<file path="config.mk">
export PLATFORM = sky130hd
export DESIGN_NAME = cic_rate_ctrl
export DESIGN_NICKNAME = d
export VERILOG_FILES = /design/src/rtl/cic_rate_ctrl.sv
export SDC_FILE = /design/constraint.sdc
export NUM_CORES = 1
export LEC_CHECK = 0
export CELL_PAD_IN_SITES_DETAIL_PLACEMENT = 1
export CELL_PAD_IN_SITES_GLOBAL_PLACEMENT = 1
export CORE_MARGIN = 2
export CORE_UTILIZATION = 30
export DETAILED_ROUTE_END_ITERATION = 8
export PLACE_DENSITY = 0.82
export SLEW_MARGIN = 20
export SYNTH_ARGS = -nofsm -noshare
export SYNTH_HDL_FRONTEND = slang
export SYNTH_SLANG_ARGS = --single-unit
</file>
<file path="constraint.sdc">
create_clock -name clk -period 2 [get_ports clk]
set_input_delay 0.3 -clock clk [delete_from_list [all_inputs] [get_ports clk]]
set_output_delay 0.3 -clock clk [all_outputs]
set_load 0.05 [all_outputs]
</file>
<file path="src/rtl/cic_rate_ctrl.sv">
// ---------------------------------------------------------------------------
// cic_rate_ctrl
//
// Run-time decimation-rate sequencer for a variable-rate CIC decimator.
// Rate requests arrive on a small AXI-stream config port and are range
// checked. A legal new rate is held until the decimator has just emitted an
// output sample, when its phase counter has restarted and a reload is safe.
// If no output sample arrives within ALIGN_TIMEOUT clocks, the new rate is
// applied anyway. After the rate load, the next FLUSH_OUTPUTS filter outputs
// carry the settling transient and are blanked before the output stream
// resumes.
//
// Optional feature: define CIC_RATE_CTRL_STATS_EN to add two saturating
// 16-bit statistics counters, rate_change_cnt and cfg_err_cnt.
//
// Ports:
//   clk                 clock
//   reset_n             synchronous active-low reset
//   s_axis_cfg_tdata    requested decimation ratio (unsigned)
//   s_axis_cfg_tvalid   request valid
//   s_axis_cfg_tready   request accepted when high (IDLE only)
//   m_axis_rate_tdata   rate word to the filter
//   m_axis_rate_tvalid  single-cycle rate-load strobe to the filter
//   cic_out_tdata       filter output data
//   cic_out_tvalid      filter output valid
//   m_axis_out_tdata    registered output data (holds between samples)
//   m_axis_out_tvalid   registered output valid, blanked while settling
//   current_rate        last applied ratio
//   busy                reconfiguration in progress
//   cfg_err             one-cycle pulse when a request is rejected
//   rate_change_cnt     (stats only) number of rate loads, saturating
//   cfg_err_cnt         (stats only) number of rejected requests, saturating
// ---------------------------------------------------------------------------
module cic_rate_ctrl #(
    parameter int RATE_DW       = 32,
    parameter int OUT_DW        = 32,
    parameter int CIC_R_MAX     = 10,
    parameter int CIC_R_MIN     = 2,
    parameter int FLUSH_OUTPUTS = 7,
    parameter int ALIGN_TIMEOUT = 1024
) (
    input  logic               clk,
    input  logic               reset_n,
    input  logic [RATE_DW-1:0] s_axis_cfg_tdata,
    input  logic               s_axis_cfg_tvalid,
    output logic               s_axis_cfg_tready,
    output logic [RATE_DW-1:0] m_axis_rate_tdata,
    output logic               m_axis_rate_tvalid,
    input  logic [OUT_DW-1:0]  cic_out_tdata,
    input  logic               cic_out_tvalid,
    output logic [OUT_DW-1:0]  m_axis_out_tdata,
    output logic               m_axis_out_tvalid,
    output logic [RATE_DW-1:0] current_rate,
    output logic               busy,
`ifdef CIC_RATE_CTRL_STATS_EN
    output logic [15:0]        rate_change_cnt,
    output logic [15:0]        cfg_err_cnt,
`endif
    output logic               cfg_err
);

    // Counter widths: one spare bit above what the terminal value needs, so
    // the counters can never wrap before the == compare fires.
    localparam int TO_W = $clog2((ALIGN_TIMEOUT > 2) ? ALIGN_TIMEOUT : 2) + 1;
    localparam int FL_W = $clog2((FLUSH_OUTPUTS > 2) ? FLUSH_OUTPUTS : 2) + 1;

    localparam logic [RATE_DW-1:0] R_MAX   = RATE_DW'(CIC_R_MAX);
    localparam logic [RATE_DW-1:0] R_MIN   = RATE_DW'(CIC_R_MIN);
    // Timeout fires on the ALIGN_TIMEOUT-th clock spent in ALIGN.
    localparam logic [TO_W-1:0]    TO_LAST = TO_W'(ALIGN_TIMEOUT - 1);
    localparam logic [FL_W-1:0]    FL_TERM = FL_W'(FLUSH_OUTPUTS);

    typedef enum logic [1:0] {
        IDLE  = 2'd0,
        ALIGN = 2'd1,
        APPLY = 2'd2,
        FLUSH = 2'd3
    } state_t;

    state_t             state_reg;
    logic [TO_W-1:0]    timeout_cnt_reg;
    logic [FL_W-1:0]    flush_cnt_reg;
    logic [RATE_DW-1:0] pend_rate_reg;
    logic [RATE_DW-1:0] current_rate_reg;
    logic [RATE_DW-1:0] rate_tdata_reg;
    logic               rate_tvalid_reg;
    logic               tready_reg;
    logic               busy_reg;
    logic               cfg_err_reg;
    logic [OUT_DW-1:0]  out_tdata_reg;
    logic               out_tvalid_reg;
`ifdef CIC_RATE_CTRL_STATS_EN
    logic [15:0]        rate_change_cnt_reg;
    logic [15:0]        cfg_err_cnt_reg;
`endif

    // tready_reg is only ever high in IDLE, so a handshake implies IDLE.
    logic            cfg_fire;
    logic            req_out_of_range;
    logic            req_same;
    logic            timeout_hit;
    logic [FL_W-1:0] flush_cnt_next;
    logic            suppress;

    always_comb begin
        cfg_fire         = s_axis_cfg_tvalid && tready_reg;
        req_out_of_range = (s_axis_cfg_tdata < R_MIN) || (s_axis_cfg_tdata > R_MAX);
        req_same         = (s_axis_cfg_tdata == current_rate_reg);
        timeout_hit      = (timeout_cnt_reg == TO_LAST);
        flush_cnt_next   = flush_cnt_reg + 1'b1;
        // The rate-load cycle and the flush window carry settling samples.
        suppress         = (state_reg == APPLY) || (state_reg == FLUSH);
    end

    always_ff @(posedge clk) begin
        if (!reset_n) begin
            state_reg        <= IDLE;
            timeout_cnt_reg  <= '0;
            flush_cnt_reg    <= '0;
            pend_rate_reg    <= R_MAX;
            current_rate_reg <= R_MAX;
            rate_tdata_reg   <= R_MAX;
            rate_tvalid_reg  <= 1'b0;
            tready_reg       <= 1'b0;
            busy_reg         <= 1'b0;
            cfg_err_reg      <= 1'b0;
            out_tdata_reg    <= '0;
            out_tvalid_reg   <= 1'b0;
`ifdef CIC_RATE_CTRL_STATS_EN
            rate_change_cnt_reg <= '0;
            cfg_err_cnt_reg     <= '0;
`endif
        end else begin
            cfg_err_reg     <= 1'b0;
            rate_tvalid_reg <= 1'b0;

            // Output stage: data captured on every valid sample, valid
            // gated while the filter is settling.
            if (cic_out_tvalid) begin
                out_tdata_reg <= cic_out_tdata;
            end
            out_tvalid_reg <= cic_out_tvalid && !suppress;

            case (state_reg)
                IDLE: begin
                    tready_reg <= 1'b1;
                    if (cfg_fire) begin
                        if (req_out_of_range) begin
                            cfg_err_reg <= 1'b1;
                        end else if (!req_same) begin
                            pend_rate_reg   <= s_axis_cfg_tdata;
                            timeout_cnt_reg <= '0;
                            state_reg       <= ALIGN;
                            busy_reg        <= 1'b1;
                            tready_reg      <= 1'b0;
                        end
                    end
                end

                ALIGN: begin
                    // An output sample means the downsampler phase has just
                    // restarted. That boundary sample was produced at the
                    // old rate and is passed by the output stage.
                    if (cic_out_tvalid || timeout_hit) begin
                        state_reg       <= APPLY;
                        rate_tvalid_reg <= 1'b1;
                        rate_tdata_reg  <= pend_rate_reg;
                    end else begin
                        timeout_cnt_reg <= timeout_cnt_reg + 1'b1;
                    end
                end

                APPLY: begin
                    current_rate_reg <= pend_rate_reg;
                    flush_cnt_reg    <= '0;
                    if (FLUSH_OUTPUTS == 0) begin
                        state_reg  <= IDLE;
                        busy_reg   <= 1'b0;
                        tready_reg <= 1'b1;
                    end else begin
                        state_reg <= FLUSH;
                    end
                end

                FLUSH: begin
                    if (cic_out_tvalid) begin
                        flush_cnt_reg <= flush_cnt_next;
                        if (flush_cnt_next == FL_TERM) begin
                            state_reg  <= IDLE;
                            busy_reg   <= 1'b0;
                            tready_reg <= 1'b1;
                        end
                    end
                end

                default: begin
                    state_reg  <= IDLE;
                    busy_reg   <= 1'b0;
                    tready_reg <= 1'b0;
                end
            endcase

`ifdef CIC_RATE_CTRL_STATS_EN
            if ((state_reg == APPLY) && (rate_change_cnt_reg != 16'hFFFF)) begin
                rate_change_cnt_reg <= rate_change_cnt_reg + 16'd1;
            end
            if (cfg_err_reg && (cfg_err_cnt_reg != 16'hFFFF)) begin
                cfg_err_cnt_reg <= cfg_err_cnt_reg + 16'd1;
            end
`endif
        end
    end

    assign s_axis_cfg_tready  = tready_reg;
    assign m_axis_rate_tdata  = rate_tdata_reg;
    assign m_axis_rate_tvalid = rate_tvalid_reg;
    assign m_axis_out_tdata   = out_tdata_reg;
    assign m_axis_out_tvalid  = out_tvalid_reg;
    assign current_rate       = current_rate_reg;
    assign busy               = busy_reg;
    assign cfg_err            = cfg_err_reg;
`ifdef CIC_RATE_CTRL_STATS_EN
    assign rate_change_cnt    = rate_change_cnt_reg;
    assign cfg_err_cnt        = cfg_err_cnt_reg;
`endif

endmodule
</file>
==> results_dict.tcl, run 1 <==
set metrics [dict create \
    grt_max_degree 67 \
    die_w_um 148 \
    core_um2 20300 \
    end_kind "flop" \
    seqPwrFrac_pct 42.6 \
    antenna_found_initial 0 \
    switching_power_w 0.00172 \
    combPwrFrac_pct 8.6 \
    wl_met2_mm 9.61 \
    dp_slack_ns -0.815 \
    rows 52 \
    drive_gt1_share_pct 22.0 \
    grt_pass1_wl_mm 31.7 \
    setup_tns_ns -5.94 \
    clock_latency_ns 0.42 \
    layout.nets 935 \
    top_layer "met4" \
    wl_met3_mm 1.49 \
    clkTransAtPathRegs_ns 0.06 \
    initialDrtViolationCount 201 \
    synthesis.nets 708 \
    cap_violations 0 \
    min_period_over_period_pct 114 \
    syn_to_final_growth_pct 54.8 \
    setup_viol 36 \
    cp-start-kind "primary input" \
    cts-root-buf "clkbuf_16" \
    syn_area_um2 6240 \
    path_class "primary input to flop" \
    port_buffers 168 \
    gp_congestion 0.785 \
    fin_crit_ns 2.28 \
    p_per_area_nw_per_um2 739 \
    cp.required_ns 2.35 \
    violations "negative setup slack" \
    wl_met1_mm 9.03 \
    fmax_ghz 0.439 \
    fp.dieArea_um2 22000 \
    clockBufferDepth 2 \
    routedWlPerCell_um 18.0 \
    grt_pass1_vias 5828 \
    insertedDiodeCount 0 \
    synth_seq_cells 150 \
    slew_violations 0 \
    start_util_pct 30.7 \
    syn_area_per_cell_um2 9.86 \
    yosysUniqueCellTypes 44 \
    cts_buffers 17 \
    drc 0 \
    cts_max_level 4 \
    fp.dieH_um 148 \
    holdCritPathClass "primary input to flop" \
    place_area_um2 8700 \
    status "finished with violations" \
    rsz0062_at_grt "true" \
    ant_nets 0 \
    overflow 0 \
    intPower_w 0.00542 \
    worstMarginPinSlew_ns 0.609 \
    fin_worst_skew_ns 0.00715 \
    grt_use_total_pct 18.4 \
    fin_area_um2 9660 \
    cp.arrival_ns 2.63 \
    cts_tree "done" \
    cp_max_fo 8 \
    switching_share_pct 24.1 \
    numClockSinks 150 \
    dp_hpwl_mm 14.1 \
    pwr-share-clk_pct 48.8 \
    hold_viol 0 \
    ys_seq_area_share_pct 48.1 \
    fin_ws_ns -0.277 \
    leakagePower_nw 4.03 \
    cts_hold_buf 0 \
    syn_inst 633 \
    drt_wl_total_mm 20.6 \
    max_slew_margin_pct 59.4 \
    whs_ns 0.298 \
    viasPerCell 4.86 \
    irDropWorstVdd_uv 593 \
    drt_pass1_iterations 4 \
    post-route-util_pct 47.6 \
    yosysWarnings 0 \
    io_pins 169 \
    route.vias.total 5555 \
]
[metal layers]
layer / vias up / global-route usage (%)
li1: 2642 / -
met1: 2696 / 22.8
met3: 32 / 5.95
met2: 185 / 30.3
met4: 0 / 5.90
met5: - / 0
[cell usage in the layout (no fill, tap or decap), types with 3 or more instances in the layout]
master / Yosys / layout
nand3_1: 7 / 6
clkdlybuf4s15_1: 0 / 3
dfxtp_4: 0 / 4
a2111oi_4: 2 / 3
nand2_1: 76 / 76
a21o_1: 4 / 4
nor4_1: 16 / 5
and3_1: 31 / 31
clkdlybuf4s50_1: 0 / 110
buf_4: 0 / 79
inv_1: 12 / 12
buf_2: 5 / 3
clkinv_4: 0 / 3
nand4_1: 6 / 6
mux2i_1: 77 / 76
bufinv_16: 0 / 3
dlygate4sd2_1: 0 / 24
a21oi_1: 11 / 10
dlymetal6s2s_1: 0 / 14
nor2b_1: 67 / 67
buf_12: 0 / 3
dfxtp_2: 0 / 28
nor2_1: 9 / 9
a21boi_1: 5 / 6
buf_16: 0 / 4
inv_6: 0 / 4
o211ai_1: 18 / 18
a21boi_0: 26 / 25
ha_2: 0 / 3
ha_1: 7 / 4
clkbuf_2: 0 / 4
nor4_2: 0 / 9
o21ai_0: 6 / 3
dfxtp_1: 150 / 118
clkbuf_16: 0 / 18
xor2_1: 34 / 33
[worst paths after layout]
| path | slack (ns) | cells after the start | from | endpoint |
|---|---|---|---|---|
| setup / recovery | -0.28 | 9 | s_axis_cfg_tdata[5] | timeout_cnt_reg[8]$_SDFFE_PN0P_ |
| hold / removal | 0.30 | 3 | reset_n | cfg_err$_SDFF_PN0_ |
| setup reg to reg | -0.20 | 9 | current_rate[3]$_SDFFE_PN1P_ | pend_rate_reg[21]$_SDFFE_PN0P_ |
| hold reg to reg | 0.45 | 2 | m_axis_rate_tdata[31]$_SDFFE_PN0P_ | m_axis_rate_tdata[31]$_SDFFE_PN0P_ |
[cell usage after synthesis, drive strengths merged]
cell     count  share of area, %
inv         12              0.72
or2          2              0.20
a2111o       1              0.18
clkbuf      32               1.9
nand4b       1              0.14
dfxtp      150                48
nor4        16               1.6
nand2b       1              0.10
and3        31               3.1
nand3        7              0.56
ha           7               1.4
a21oi       11              0.88
a41oi        1              0.14
o311ai       1              0.14
or4          2              0.24
xor2        34               4.8
nor3         1             0.080
buf         10              0.82
or3          1              0.10
a211o        1              0.14
nor2b       67               6.7
a21o         4              0.48
o31ai        3              0.44
nand2       76               4.6
a211oi       2              0.24
nand4        6              0.60
nor3b        2              0.24
o211ai      19               2.4
nor2         9              0.54
mux2i       77                12
o21ai        6              0.48
o31a         1              0.14
o21bai       1              0.12
a21boi      31               3.7
and2         2              0.20
o2111a       1              0.18
a2111oi      4               1.2
[layout make-up]
class / count / area, µm²
tap: 270 / 338
clock buffer: 20 / 478
multi-input combinational: 429 / 3190
clock inverter: 12 / 161
fill: 2254 / 10600
sequential: 150 / 3050
timing repair buffer: 250 / 2390
inverter: 12 / 45.0
[logic make-up (layout without fill, tap and decap cells)]
family	after synthesis	in the layout	share of synthesized area (%)
AND/OR/NAND/NOR	224	224	19.0
adder cells (fa/ha/maj)	7	7	1.40
buffers and inverters	54	294	3.47
flip-flops	150	150	48.1
AO/OA/AOI/OAI	87	87	10.9
multiplexers	77	77	12.4
XOR/XNOR	34	34	4.77
[critical path, cell delays in order]
cell and delay [ns]:
clkdlybuf4s15_1 0.25, nor4_4 0.35, nand4_1 0.20, a2111oi_4 0.43, buf_4 0.21, o211ai_4 0.11, buf_12 0.17, a2111oi_4 0.36
mux2i_1 0.23
[what timing repair did]
action / in CTS / in global routing
resized for setup: 82 / 40
endpoints found under the setup margin: 63 / 69
pin swaps: 24 / 17
gates cloned: 3 / 0
buffers inserted: 7 / 6
[power by group through the flow]
stage	logic (W)	clock network, W	registers, W
after floorplan	0.000164	0	0.00325
after global placement	0.000605	0	0.00311
after detailed placement	0.000614	0	0.00311
after CTS	0.000610	0.00356	0.00304
after global routing	0.000648	0.00371	0.00304
final	0.000613	0.00349	0.00304
[through the flow]
| stage | total power [W] | cells |
|---|---|---|
| after floorplan | 0.00342 | 633 |
| after global placement | 0.00371 | 1100 |
| after detailed placement | 0.00372 | 1100 |
| after CTS | 0.00721 | 1138 |
| after global routing | 0.00740 | 1143 |
| final | 0.00714 | 1143 |
Note: power is estimated with default switching activity, not from simulation.
==> inputs of run 2 (changes only) <==
SLEW_MARGIN = not set   (was 20)
==> results of run 2 <==
No change in the layout: final DEF, timing and power equal those of run 1.
==> inputs of run 3 (changes only) <==
CORE_UTILIZATION = 33   (was 30)
PLACE_DENSITY = 0.88   (was 0.82)
==> run 3 against run 2 <==
Effect of this change: the run still ends with negative setup slack left; critical path type is now flop to flop; via count rose by 6.2%; final area rose by 0.51%; largest power group unchanged; register-to-register slack worse by 0.04 ns; clock skew up 0.012 ns; clock power down 8.3%; critical endpoint is now pend_rate_reg[3]$_SDFFE_PN1P_; worst hold slack worse by 0.042 ns; highest routed layer unchanged; sequential cell count did not move.
==> results_dict.tcl, run 3 (synthesized netlist as in run 1, its figures left out) <==
set metrics [dict create \
    irDropWorstVdd_uv 617 \
    crit_family "simple AND/OR/NAND/NOR gates" \
    grt_pass1_vias 6313 \
    dp.cells 1065 \
    io_pins 169 \
    holdCritPathClass "primary input to flop" \
    min_period_over_period_pct 112 \
    layout.nets 942 \
    route.vias.total 5900 \
    clock_latency_ns 0.44 \
    setup_viol 42 \
    cts_hold_buf 0 \
    rsz0062_at_grt "true" \
    final_common_cell "dfxtp_1" \
    slew_violations 0 \
    die_w_um 141 \
    drc 0 \
    cap_violations 0 \
    core_um2 18600 \
    cp_max_fo 6 \
    syn_to_final_growth_pct 55.6 \
    post-route-util_pct 52.1 \
    fin_ws_ns -0.236 \
    p_per_area_nw_per_um2 709 \
    violations "negative setup slack" \
    insertedDiodeCount 0 \
    drt_pass1_iterations 5 \
    cts-root-buf "clkbuf_16" \
    grt_max_degree 72 \
    end_kind "flop" \
    fp.dieH_um 141 \
    grt_use_total_pct 23.4 \
    overflow 0 \
    cts_buffers 17 \
    final_cells 1114 \
    drt_wl_total_mm 25.0 \
    rows 50 \
    cp-start-kind "flop" \
    dp_hpwl_mm 14.4 \
    leakagePower_nw 3.89 \
    clkTransAtPathRegs_ns 0.07 \
    path_buf_inv 3 \
    start_util_pct 33.5 \
    grt_pass1_wl_mm 36.2 \
    ant_nets 0 \
    antenna_found_initial 0 \
    cts_max_level 4 \
    cp.required_ns 2.31 \
    status "finished with violations" \
    fin_worst_skew_ns 0.0195 \
    cp.arrival_ns 2.54 \
    cp_slowest_cell "nor4_2" \
    numClockSinks 150 \
    drive_gt1_share_pct 24.7 \
    cp_cell_sequence "xor2_1 -> nor4_2 -> nand4_1 -> buf_4 -> o211ai_4 -> buf_6 -> buf_8 -> mux2i_4 -> nand2_1" \
    fp.dieArea_um2 20000 \
    initialDrtViolationCount 395 \
    gp_congestion 0.836 \
    viasPerCell 5.30 \
    cts_tree "done" \
    hold_viol 0 \
    clockBufferDepth 2 \
    routedWlPerCell_um 22.5 \
    fin_crit_ns 2.24 \
    max_slew_margin_pct 59.3 \
    port_buffers 168 \
    fmax_ghz 0.447 \
    worstMarginPinSlew_ns 0.611 \
    crit_path_max_incr_delay_ns 0.36 \
    path_class "flop to flop" \
    layout_common_cells "dfxtp_1 (118), clkdlybuf4s50_1 (111), nand2_1 (76)" \
]
run 3: area by class of cell:
type	instances	area (µm²)
sequential	150	3050
fill	2024	8930
tap	234	293
clock buffer	17	425
clock inverter	15	153
timing repair buffer	257	2410
inverter	12	45.0
multi-input combinational	429	3330
run 3: metrics by stage:
stage | cell area (µm²) | setup slack [ns] | hold WS (ns) | power (W) | setup TNS (ns)
4_1_cts | 9470 | -0.176 | 0.241 | 0.00691 | -4.01
3_5_place_dp | 8660 | -1.17 | 0.455 | 0.00374 | -45.60
5_1_grt | 9710 | -0.314 | 0.247 | 0.00709 | -8.26
3_3_place_gp | 8660 | -1.00 | 0.443 | 0.00372 | -40.18
2_1_floorplan | 6290 | 0.00548 | 0.425 | 0.00342 | 0
6_report | 9710 | -0.236 | 0.256 | 0.00688 | -4.75
run 3: per-layer routing:
| metal | global-route usage [%] | share of wire, % | vias up |
|---|---|---|---|
| met1 | 26.1 | 38 | 2878 |
| li1 | - | - | 2652 |
| met4 | 10.9 | 4.2 | 0 |
| met5 | 0 | 0 | - |
| met2 | 40.9 | 50 | 290 |
| met3 | 7.32 | 7.2 | 80 |
run 3: timing repair:
| item | 4_1_cts | 5_1_grt |
|---|---|---|
| cloned | 1 | 0 |
| buffers inserted | 10 | 6 |
| pin swaps | 26 | 24 |
| resized for setup | 98 | 60 |
| endpoints found under the setup margin | 64 | 65 |
run 3: report_power, final:
group          switching (W)  internal [W]
clock                0.00153       0.00167
sequential         0.0000209       0.00302
combinational       0.000360      0.000286
total                0.00191       0.00498
run 3: path summary, 6_finish.rpt:
path	startpoint	end	slack (ns)	cells past startpoint
worst max-delay path	current_rate[0]$_SDFFE_PN0P_	pend_rate_reg[3]$_SDFFE_PN1P_	-0.24	9
worst min-delay path	reset_n	current_rate[17]$_SDFFE_PN0P_	0.26	2
worst max register to register	current_rate[0]$_SDFFE_PN0P_	pend_rate_reg[3]$_SDFFE_PN1P_	-0.24	9
worst min register to register	m_axis_rate_tdata[29]$_SDFFE_PN0P_	m_axis_rate_tdata[29]$_SDFFE_PN0P_	0.46	2
